### src/rtl/maj_fold_pkg.sv
// Shared types and sizing helpers for the folded majority/threshold evaluator.
// Optional build macro used by maj_fold_seq: MAJ_FOLD_EARLY_TERM_EN.
package maj_fold_pkg;

  typedef enum logic [1:0] {
    IDLE = 2'd0,
    RUN  = 2'd1,
    DONE = 2'd2
  } state_t;

  // Number of CHUNK-wide slices needed to cover n bits.
  function automatic int nch_f(input int n, input int chunk);
    return (n + chunk - 1) / chunk;
  endfunction

  // Width of the running ones count (holds 0..n).
  function automatic int cnt_w_f(input int n);
    return $clog2(n + 1);
  endfunction

  // Width of out_cycles (holds 0..NCH).
  function automatic int cyc_w_f(input int n, input int chunk);
    return $clog2(nch_f(n, chunk) + 1);
  endfunction

  // Width of the chunk index (holds 0..NCH-1), never narrower than one bit.
  function automatic int idx_w_f(input int n, input int chunk);
    return (nch_f(n, chunk) <= 1) ? 1 : $clog2(nch_f(n, chunk));
  endfunction

endpackage

### src/rtl/maj_chunk_popcount.sv
// Combinational ones counter for a single CHUNK-bit slice of the operand.
module maj_chunk_popcount #(
  parameter int CHUNK = 7
) (
  input  logic [CHUNK-1:0]            bits,
  output logic [$clog2(CHUNK+1)-1:0]  count
);

  localparam int PCW = $clog2(CHUNK + 1);

  // Sum the bits of the slice.
  always_comb begin
    // NOTE: give every always_comb output a default first so no path leaves it unassigned (no latch).
    count = '0;
    for (int i = 0; i < CHUNK; i++) begin
      count = count + PCW'(bits[i]);
    end
  end

endmodule

### src/rtl/maj_fold_seq.sv
// Folded majority/threshold evaluator: y = (popcount(x) >= THRESH), CHUNK bits per cycle.
// Optional build macro: MAJ_FOLD_EARLY_TERM_EN -- finish as soon as the result is decided.
module maj_fold_seq
  import maj_fold_pkg::*;
#(
  parameter int N      = 21,
  parameter int CHUNK  = 7,
  parameter int THRESH = (N + 1) / 2
) (
  input  logic                            clk,
  input  logic                            rst_n,
  input  logic                            in_valid,
  output logic                            in_ready,
  input  logic [N-1:0]                    in_x,
  output logic                            out_valid,
  input  logic                            out_ready,
  output logic                            out_y,
  output logic [cyc_w_f(N, CHUNK)-1:0]    out_cycles
);

  localparam int NCH = nch_f(N, CHUNK);
  localparam int CW  = cnt_w_f(N);
  localparam int YW  = cyc_w_f(N, CHUNK);
  localparam int IW  = idx_w_f(N, CHUNK);
  localparam int PW  = NCH * CHUNK;          // operand padded to whole chunks
  localparam int PCW = $clog2(CHUNK + 1);

  state_t          state_q;
  logic [PW-1:0]   op_q;
  logic [CW-1:0]   count_q;
  logic [IW-1:0]   idx_q;
  logic            out_valid_q;
  logic            out_y_q;
  logic [YW-1:0]   out_cycles_q;

  logic [CHUNK-1:0] chunk_bits;
  logic [PCW-1:0]   chunk_ones;
  logic [CW-1:0]    count_sum;
  logic             finish;
  logic             y_next;
  logic [YW-1:0]    cycles_next;

  // Select the current slice; padding bits above N-1 are zero in op_q.
  always_comb begin
    chunk_bits = op_q[int'(idx_q) * CHUNK +: CHUNK];
  end

  maj_chunk_popcount #(
    .CHUNK (CHUNK)
  ) u_popcount (
    .bits  (chunk_bits),
    .count (chunk_ones)
  );

  // Running count after this slice and the decision whether evaluation ends now.
  always_comb begin
    count_sum   = count_q + CW'(chunk_ones);
    y_next      = (int'(count_sum) >= THRESH);
`ifdef MAJ_FOLD_EARLY_TERM_EN
    begin
      int consumed;
      int rem;
      consumed    = (int'(idx_q) + 1) * CHUNK;
      rem         = (consumed >= N) ? 0 : (N - consumed);
      // Stop once reaching THRESH is certain or impossible.
      finish      = (int'(idx_q) == NCH - 1) ||
                    (int'(count_sum) >= THRESH) ||
                    (int'(count_sum) + rem < THRESH);
      cycles_next = YW'(int'(idx_q) + 1);
    end
`else
    finish      = (int'(idx_q) == NCH - 1);
    cycles_next = YW'(NCH);
`endif
  end

  // Control FSM with registered result outputs.
  always_ff @(posedge clk or negedge rst_n) begin
    if (!rst_n) begin
      // NOTE: the operand register is reset too; it is small and a reset abort must leave no stale state behind.
      state_q      <= IDLE;
      op_q         <= '0;
      count_q      <= '0;
      idx_q        <= '0;
      out_valid_q  <= 1'b0;
      out_y_q      <= 1'b0;
      out_cycles_q <= '0;
    end else begin
      // NOTE: sequential state uses non-blocking assignments so every register sees pre-edge values.
      case (state_q)
        IDLE: begin
          if (in_valid) begin
            op_q    <= PW'(in_x);
            count_q <= '0;
            idx_q   <= '0;
            state_q <= RUN;
          end
        end
        RUN: begin
          count_q <= count_sum;
          idx_q   <= idx_q + 1'b1;
          if (finish) begin
            out_y_q      <= y_next;
            out_cycles_q <= cycles_next;
            out_valid_q  <= 1'b1;
            state_q      <= DONE;
          end
        end
        DONE: begin
          if (out_ready) begin
            out_valid_q <= 1'b0;
            state_q     <= IDLE;
          end
        end
        default: begin
          state_q     <= IDLE;
          out_valid_q <= 1'b0;
        end
      endcase
    end
  end

  assign in_ready   = (state_q == IDLE);
  assign out_valid  = out_valid_q;
  assign out_y      = out_y_q;
  assign out_cycles = out_cycles_q;

endmodule

### config.mk
export PLATFORM = sky130hd
export DESIGN_NAME = maj_fold_seq
export DESIGN_NICKNAME = d
export VERILOG_FILES = /design/src/rtl/maj_fold_pkg.sv /design/src/rtl/maj_chunk_popcount.sv /design/src/rtl/maj_fold_seq.sv
export SDC_FILE = /design/constraint.sdc
export NUM_CORES = 1
export LEC_CHECK = 0
export BUFFER_PORTS_ARGS = -buffer_cell sky130_fd_sc_hd__buf_2
export CORE_MARGIN = 4
export CORE_UTILIZATION = 59
export CTS_CLUSTER_SIZE = 16
export DETAILED_ROUTE_END_ITERATION = 7
export PLACE_DENSITY = 0.88
export REMOVE_ABC_BUFFERS = 1
export SLEW_MARGIN = 40
export SYNTH_ARGS = -nofsm -noshare
export SYNTH_HDL_FRONTEND = slang
export SYNTH_SLANG_ARGS = --single-unit
### constraint.sdc
create_clock -name clk -period 7.6 [get_ports clk]
set_input_delay 2.28 -clock clk [delete_from_list [all_inputs] [get_ports clk]]
set_output_delay 2.28 -clock clk [all_outputs]
set_load 0.05 [all_outputs]
---- After elaboration in Yosys (flattened, before gate mapping) ----
Index checks and enable logic that the tools add are counted.
operators by class
  bitwise logic cells ..................... 1
  $add $sub $neg .......................... 8
  eq/ne operators ......................... 6
  reduce and logical (&&, ||, !) cells .... 7
  order comparisons ....................... 1
  multipliers ............................. 1
  multiplexer cells ....................... 11
  shift operators ......................... 1
operator list
  cell                   number
  $shiftx A21 B6 Y7      1
  $add A3 B1 Y3          5
  $pmux W5 S2            1
  $mux W2                4
  $ne A2 B2 Y1 const B   3
  $pmux W2 S3            1
  $reduce_and A2 Y1      3
  $reduce_and A3 Y1      2
  $add A5 B3 Y5          1
  $ge A5 B4 Y1 const B   1
  $mul A2 B3 Y5 const B  1
  $mux W5                1
  $eq A2 B2 Y1 const B   2
  $pmux W2 S2            1
  $pmux W1 S3            1
  $add A1 B1 Y2          1
  $add A2 B1 Y2 const B  1
  $eq A2 B1 Y1 const B   1
  $logic_not A2 Y1       1
  $mux W1                2
  $reduce_bool A2 Y1     1
  $not A1 Y1             1
word-level totals
  output and inout port bits .............. 5
  input port bits ......................... 25
  register bits after elaboration ......... 33
  word-level logic and storage cells ...... 43

---- Depth between registers and ports, before layout ----
Gate-level depths: netlist of the first run.
  word-level depth ........................ 10
  gate-level depth with buffers ........... 16
  gate-level depth less buffers ........... 15

---- Modules after synthesis ----
From an unflattened synthesis of the first run, not the netlist that was laid out.
unflattened totals
  cell total of the unflattened synthesis .. 146
  area total of the unflattened synthesis .. 1798.0 um2
by module, submodules not included
  module              seq. area each (um2)  cells each  times used  area an instance (um2)
  maj_fold_seq        825.8                 134         1           1687.9
  maj_chunk_popcount  0.0                   12          1           110.1

---- Worst setup path before layout of the first run ----
Ideal clock, no wire load.
  kind .................................... register -> register
  from .................................... reg idx_q[1]
  to ...................................... reg count_q[4]
  data arrival time ....................... 4116 ps
  stages on the path, launching flop included .. 15
  clock period less this slack ............ 4237 ps
  data required time ...................... 7479 ps
  buffers on the path ..................... 1
  slack ................................... 3363 ps
  library setup time ...................... 121 ps
  path through ............................ dfrtp_1 -> buf_2 -> nor2_1 -> nand2_1 -> o21ai_1 -> ha_1 -> fa_1 -> fa_1 -> ha_1 -> fa_1 -> fa_1 -> a21o_1 -> nand2_1 -> mux2_1 -> a22o_1
between the ends
  longest elaborated chain between the ends .. 10
ends and longest elaborated chain
  element                     line                      RTL
  start, declared             maj_fold_seq.sv:31        logic [IW-1:0] idx_q;
  start signal, assigned      maj_fold_seq.sv:101       idx_q <= idx_q + 1'b1;
  $mul A2 B3 Y5 *             maj_fold_seq.sv:45        chunk_bits = op_q[int'(idx_q) * CHUNK +: CHUNK];
  $shiftx A21 B6 Y7 *         maj_fold_seq.sv:45
  $add A1 B1 Y2               maj_chunk_popcount.sv:16  count = count + PCW'(bits[i]);
  $add A3 B1 Y3 (4 in a row)  maj_chunk_popcount.sv:16
  $add A3 B1 Y3 *             maj_chunk_popcount.sv:16
  $add A5 B3 Y5 *             maj_fold_seq.sv:57        count_sum = count_q + CW'(chunk_ones);
  $pmux W5 S2 *               maj_fold_seq.sv:90        case (state_q)
  end signal, assigned        maj_fold_seq.sv:100       count_q <= count_sum;
  end, declared               maj_fold_seq.sv:30        logic [CW-1:0] count_q;
Every way passes the cells marked *; elsewhere a longest branch is shown, timed or not.
A chain may end at the register's enable or synchronous reset.

---- Worst setup path in the final report of the first run ----
Same ends and word-level chain as after synthesis.

==> results of run 1 <==
==> flip-flops by register name, summed over array words and instances, names as in the netlist <==
signal / count
out_y: 1
state_q: 2
out_valid: 1
out_cycles: 1
count_q: 5
idx_q: 2
op_q: 21
==> layout make-up <==
class | count | area [um2] | area share
Clock buffer | 5 | 37.5 | 0.0191
Clock inverter | 1 | 5.00 | 0.00254
Inverter | 2 | 7.51 | 0.00381
Multi-Input combinational cell | 98 | 882 | 0.448
Sequential cell | 33 | 826 | 0.419
Tap cell | 31 | 38.8 | 0.0197
Timing Repair Buffer | 30 | 173 | 0.0877
==> metrics by stage <==
step | hold slack (ps) | setup slack (ps) | instances | utilization | instance area (um2)
floorplan | 458 | 3370 | 133 | - | 1720
CTS | 489 | 3020 | 199 | 0.692 | 1940
finish | 483 | 3020 | 200 | 0.702 | 1970
detailed placement | 467 | 3040 | 193 | 0.677 | 1900
global route | 531 | 2800 | 200 | 0.702 | 1970
global placement | 463 | 3260 | 193 | 0.677 | 1900
==> worst paths after layout <==
check,end,slack [ps],cells past startpoint
worst min register to register,out_cycles[0],480,1
worst max-delay path,count_q[4],3020,14
worst max register to register,count_q[4],3020,14
worst min-delay path,out_cycles[0],480,1
max in group asynchronous,op_q[0],5400,2
min in group asynchronous,state_q[0],1790,1
==> Yosys cell counts, types with 2 or more instances <==
master / count
buf_2: 2
mux2_1: 3
buf_6: 3
a21oi_1: 2
dfrtp_1: 33
ha_1: 8
nand2b_1: 2
xor2_1: 2
buf_4: 2
mux2i_1: 8
nand2_1: 18
nor2_1: 4
fa_1: 4
o21ai_1: 12
a22o_1: 3
nand3_1: 2
mux2_4: 19
a21o_1: 2
==> routing by layer <==
metal	vias up	GRT usage
met1	578	0.213
met3	10	0.0414
met4	0	0.110
met2	44	0.333
li1	545	-
met5	-	0
==> kinds of logic (layout without fill, tap and decap cells) <==
family	Yosys count	in the layout	synth area share
buf+inv	9	38	0.0374
xor+xnor	3	3	0.0148
mux	30	30	0.225
flops	33	33	0.465
compound gates	22	22	0.0769
simple gates	31	31	0.0790
fa+ha+maj	12	12	0.102
==> cell usage in the layout (no fill, tap or decap), types with 2 or more instances in the layout <==
master / netlist / layout
a21o_1: 2 / 2
a21oi_1: 2 / 2
ha_1: 8 / 8
nand3_1: 2 / 2
nand2b_1: 2 / 2
buf_2: 2 / 29
nand2_1: 18 / 18
mux2_4: 19 / 19
xor2_1: 2 / 2
mux2_1: 3 / 3
fa_1: 4 / 4
a22o_1: 3 / 3
clkbuf_4: 0 / 5
dfrtp_1: 33 / 33
nor2_1: 4 / 4
o21ai_1: 12 / 12
mux2i_1: 8 / 8
==> worst reg2reg max path, stage by stage, from the launching register on <==
cell and delay [ps]:
dfrtp_1 570, nor2_1 390, nand2_1 110, o21ai_1 100
ha_1 270, fa_1 510, fa_1 500, ha_1 220
fa_1 390, xor2_1 240, ha_1 310, a21o_1 190
nand2_1 100, mux2_1 330, a22o_1 240
==> summary.txt, run 1 <==
Status
  – Status: complete, no violations

Yosys
  – Post-synth EDFFs: 0
  – Post-synth top area share: 0.465
  – Most area-consuming cells after synthesis: dfrtp_1, mux2_4, ha_1
  – #FFs+latches synth: 33
  – Post-synthesis cell count: 140
  – Post-synth cell types: 29
  – Syn avg cell area: 12.7 um2
  – Ys Warns: 0
  – Mapped cell area: 0.00177 mm2
  – Sequential-to-total area share from yosys stat: 0.465
  – Ys flop type: dfrtp_1
  – Dominant cell type by area after synthesis: dfrtp_1
  – Post-synth ARST share: 1.00

Placement
  – Number of I/O port buffers: 29
  – GPL Wtd Cong: 0.852
  – Post-DP HPWL: 2530 um

Clocking
  – CTS tree: done
  – H-tree levels: 2
  – Clock transition at the registers of the reported paths: 100 ps
  – CTS Sinks: 33
  – Clock Latency Late Sink: 330 ps
  – Postcts setup bufs: 0
  – Post-CTS Resized: 0
  – CTS Buffer Depth: 2
  – Root buffer cell: clkbuf_4
  – Post-CTS Hold Buffers: 0
  – Total CTS buffers: 5

Global route
  – Largest net degree at the start of global routing: 34
  – Antenna violations before repair: 0
  – First-pass GRT wire length: 5660 um
  – Vias in the first global route: 1243
  – All-Layer GR Usage: 0.191
  – Total gr overflow: 0

Drt
  – Met3 wire len: 154 um
  – Post-Route WL: 3430 um
  – Vias: roughly 1200
  – Avg Vias per Cell: 5.89
  – DRC viols: 0
  – DR top layer: met4
  – Initial drt markers: 34
  – Antenna-violating nets left: 0
  – DR WL met2: 1790 um
  – Wire per inst: 17.2 um
  – Met1 wire length: 1420 um
  – Drt pass-1 iters: 4

Die
  – Horiz. Die Dim: 62.8 um
  – Height of the die: approximately 63 um
  – Boundary pin count: 30
  – Core area: 0.00281 mm2
  – Initial Util: 0.632
  – Full die area: 0.00395 mm2
  – Rows: 19

Cells and area
  – # fillers: 191
  – Layout cells sized above 1: 0.349
  – Area added between synthesis and finish: 11.0%
  – # diodes: 0
  – Final nets: 207

STA
  – Hold Vio Cnt, Final: 0
  – Final worst-path cycle share: 0.603
  – Fin Setup TNS: 0 ps
  – Highest clock rate: 218 MHz
  – Slew @ Worst Pin: between 400 and 500 ps
  – Final Skew: around 16 ps
  – Final Max Slew Viols: 0
  – Setup violations, final: 0
  – Fin crit period: 4580 ps
  – RSZ-0062 raised after global routing: no
  – Slew HR: 0.680

Critical path
  – CP startpoint: idx_q[1]
  – Crit path launch type: flip-flop
  – CP Class: reg2reg
  – CP Buf/Inv Count: 0
  – Top delay family on crit path: adder cells
  – CP Capture Type: flip-flop
  – Max stage delay cell, worst path: dfrtp_1
  – R2R Path Start: idx_q[1]
  – Worst path max stage delay: 570 ps
  – Worst-path cell chain: nor2_1 > nand2_1 > o21ai_1 > ha_1 > fa_1 > fa_1 > ha_1 > fa_1 > xor2_1 > ha_1 > a21o_1 > nand2_1 > mux2_1 > a22o_1
  – WP data required: 7830 ps
  – Crit-path max FO: 10
  – Arrival @ worst endpoint: 4810 ps

Job
  – Max_cap viols: 0

Min path
  – Hold path startpoint: out_cycles[0]
  – Hold Path Class: reg2reg
Power of run 1 is not shown: default switching activity piles up to over one toggle a cycle in this logic, so the estimate is an artifact.
==> run 2, diff against run 1 <==
--- a/config.mk
+++ b/config.mk
@@ -5,12 +5,13 @@
 export SDC_FILE = /design/constraint.sdc
 export NUM_CORES = 1
 export LEC_CHECK = 0
+export ABC_AREA = 1
 export BUFFER_PORTS_ARGS = -buffer_cell sky130_fd_sc_hd__buf_2
 export CORE_MARGIN = 4
-export CORE_UTILIZATION = 59
+export CORE_UTILIZATION = 50
 export CTS_CLUSTER_SIZE = 16
 export DETAILED_ROUTE_END_ITERATION = 7
-export PLACE_DENSITY = 0.88
+export PLACE_DENSITY = 0.8
 export REMOVE_ABC_BUFFERS = 1
 export SLEW_MARGIN = 40
 export SYNTH_ARGS = -nofsm -noshare
==> constraint.sdc (replaced) <==
create_clock -name clk -period 4 [get_ports clk]
set_input_delay 1.2 -clock clk [delete_from_list [all_inputs] [get_ports clk]]
set_output_delay 1.2 -clock clk [all_outputs]
set_load 0.05 [all_outputs]
==> run 2 against run 1 <==
  * Maximum frequency is 22% higher
  * Critical path depth stayed put
  * Routed wire length is 8.9% lower
  * Non-clock buffer count is 2 higher
  * Clock-buffer cell count is 2 higher
  * Synthesized area is 3.1% lower
  * Sequential share of layout area is 0.22 points higher
  * Die area is 12% higher
  * Largest cell class is now registers
==> summary.txt, run 2 <==
Critical path
  – WP data required: 4270 ps (-3560 ps)
  – Arrival @ worst endpoint: 4020 ps (-790 ps)
  – R2R Path Start: idx_q[0]
  – Reg2Reg Setup Slack: 250 ps (-2780 ps)
  – Crit-path max FO: 11 (+1)
  – CP Class: reg2reg
  – Worst-case reg-to-reg path depth: 14 (unchanged)
  – CP Capture Type: flip-flop
  – Crit path launch type: flip-flop
  – Capture point of the worst reg-to-reg path: out_y

STA
  – Slew @ Worst Pin: 704 ps (+225 ps)
  – Final worst-path cycle share: 0.939 (+0.336)
  – Final Max Slew Viols: 0 (unchanged)
  – Hold Vio Cnt, Final: 0 (unchanged)
  – Slew HR: 0.530 (-0.150)
  – RSZ-0062 raised after global routing: no
  – Fin Setup TNS: 0 ps (unchanged)
  – Fin crit period: 3750 ps (-825 ps)
  – Setup violations, final: 0 (unchanged)
  – Final Skew: 9.21 ps (-6.58 ps)
  – Highest clock rate: 266 MHz (+22%)

Die
  – Height of the die: 66.6 um (+6.0%)
  – Boundary pin count: 30 (unchanged)
  – Rows: 21 (+2)
  – Horiz. Die Dim: 66.6 um (+6.0%)
  – Initial Util: 0.515 (-0.117)
  – Full die area: 0.00444 mm2 (+12%)
  – Core area: 0.00334 mm2 (+19%)

Job
  – Max_cap viols: 0 (unchanged)

Yosys
  – Post-synth ARST share: 1.00 (unchanged)
  – Post-synth top area share: 0.480 (+0.0149)
  – Post-synth cell types: 25 (-14%)
  – Post-synth EDFFs: 0 (unchanged)
  – Syn avg cell area: 8.68 um2 (-31%)
  – Ys Warns: 0 (unchanged)
  – Dominant cell type by area after synthesis: dfrtp_1
  – Post-synthesis cell count: 198 (+41%)
  – Sequential-to-total area share from yosys stat: 0.480 (+0.0149)
  – Count leader, synth: nand2_1
  – Ys flop type: dfrtp_1
  – #FFs+latches synth: 33 (unchanged)
  – Most area-consuming cells after synthesis: dfrtp_1, nand2_1, ha_1
  – Synth top cells by count: nand2_1, dfrtp_1, o21ai_0
  – Mapped cell area: 0.00172 mm2 (-3.1%)

Cells and area
  – Layout cells sized above 1: 0.239 (-0.110)
  – Final nets: 267 (+29%)
  – # diodes: 0 (unchanged)
  – Area added between synthesis and finish: 14.1%
  – Largest register FFs: 21 (unchanged)
  – Most frequent cells in the layout: nand2_1, dfrtp_1, buf_2
  – # fillers: 327 (+71%)
  – Most flop-heavy register: op_q
  – Most common cell after layout, fill and taps aside: nand2_1
  – Regs by FF count: op_q: 21 flops, count_q: 5 flops

Clocking
  – CTS Sinks: 33 (unchanged)
  – Clock transition at the registers of the reported paths: 100 ps (about the same)
  – CTS tree: done
  – CTS Buffer Depth: 2 (unchanged)
  – H-tree levels: 2 (unchanged)
  – Total CTS buffers: 5 (unchanged)
  – Clock Latency Late Sink: 330 ps (about the same)
  – Post-CTS Hold Buffers: 0 (unchanged)
  – Root buffer cell: clkbuf_4

Global route
  – All-Layer GR Usage: 0.159 (-0.0312)
  – Vias in the first global route: 1264 (+1.7%)
  – Antenna violations before repair: 0 (unchanged)
  – First-pass GRT wire length: 5400 um (-4.6%)
  – Largest net degree at the start of global routing: 34 (unchanged)
  – Total gr overflow: 0 (unchanged)

Min path
  – Hold Path Class: reg2reg
  – Worst Hold Depth: 1 (unchanged)
  – Hold path startpoint: out_cycles[0]
  – Min-Delay Endpoint: out_cycles[0]

Placement
  – Number of I/O port buffers: 29 (unchanged)
  – Post-DP HPWL: 2380 um (-5.9%)
  – GPL Wtd Cong: 0.836 (-1.9%)

Status
  – Status: complete, no violations

Drt
  – Wire per inst: 11.3 um (-34%)
  – Drt pass-1 iters: 4 (unchanged)
  – Avg Vias per Cell: 4.83 (-18%)
  – Antenna-violating nets left: 0 (unchanged)
  – Post-Route WL: 3130 um (-8.9%)
  – Initial drt markers: 51 (+50%)
  – Vias: 1332 (+13%)
  – DRC viols: 0 (unchanged)
-- run 2: cell count changes after synthesis, sizes merged, moves of 4 or more --
cell / delta
inv: +10
mux2: -22
mux2i: -8
nor2: +5
o21ai: +6
or2: +4
nand3: +11
nand2: +62
-- run 2: timing repair --
item,4_1_cts,5_1_grt
setup buffers,0,1
endpoints found under the setup margin,0,3
resized for setup,0,6
-- run 2: critical path, cell delays in order (launching register included) --
cell and delay, ps:
dfrtp_2 470, inv_4 120, nor2_1 50, o21ai_1 130, ha_1 260, fa_1 510
fa_1 490, ha_1 220, fa_1 410, xor2_2 200, ha_1 270, or2_1 220
nand3_1 120, nand3_1 120, a21oi_2 120
-- run 2: metal layers --
metal | vias to the layer above | track usage | wire (um)
met1 | 606 | 0.207 | 1430
met4 | 0 | 0.0685 | 21
li1 | 696 | - | -
met5 | - | 0 | 0
met3 | 4 | 0.0388 | 161
met2 | 26 | 0.252 | 1510
-- run 2: cell type report --
class                      instances  area, um2  area share
clock buffer                       7       55.1      0.0281
timing repair buffer              32        168      0.0855
tap                               46       57.6      0.0293
inverter                          12       50.0      0.0255
sequential                        33        827       0.422
multi-input combinational        146        805       0.410
-- run 2: cell families (layout without fill, tap and decap cells) --
kind of cell	Yosys count	count (layout)	synth area share
buffers and inverters	19	51	0.0560
AO/OA/AOI/OAI	24	24	0.0779
XOR/XNOR	2	2	0.0102
adder cells (fa/ha/maj)	12	12	0.105
AND/OR/NAND/NOR	108	108	0.271
flip-flops	33	33	0.480
-- run 2: stage by stage --
| step | cell area (um2) | cells | hold slack (ps) | utilization | setup slack (ps) |
|---|---|---|---|---|---|
| finish | 1960 | 276 | 486 | 0.588 | 245 |
| global route | 1960 | 276 | 508 | 0.588 | 45.7 |
| CTS | 1940 | 275 | 491 | 0.582 | 123 |
| detailed placement | 1890 | 268 | 466 | 0.566 | 127 |
| global placement | 1890 | 268 | 464 | 0.566 | 239 |
| floorplan | 1670 | 191 | 444 | - | 292 |
-- run 2: how the worst max path moves through the flow --
stage	start	cells past startpoint	slack [ps]	to
global route	idx_q[0]	14	50	out_y
floorplan	idx_q[1]	15	290	out_y
finish	idx_q[0]	14	250	out_y
global placement	idx_q[0]	13	240	out_y
CTS	idx_q[0]	14	120	out_y
detailed placement	idx_q[0]	14	130	out_y
Power of run 2 is left out for the same reason.
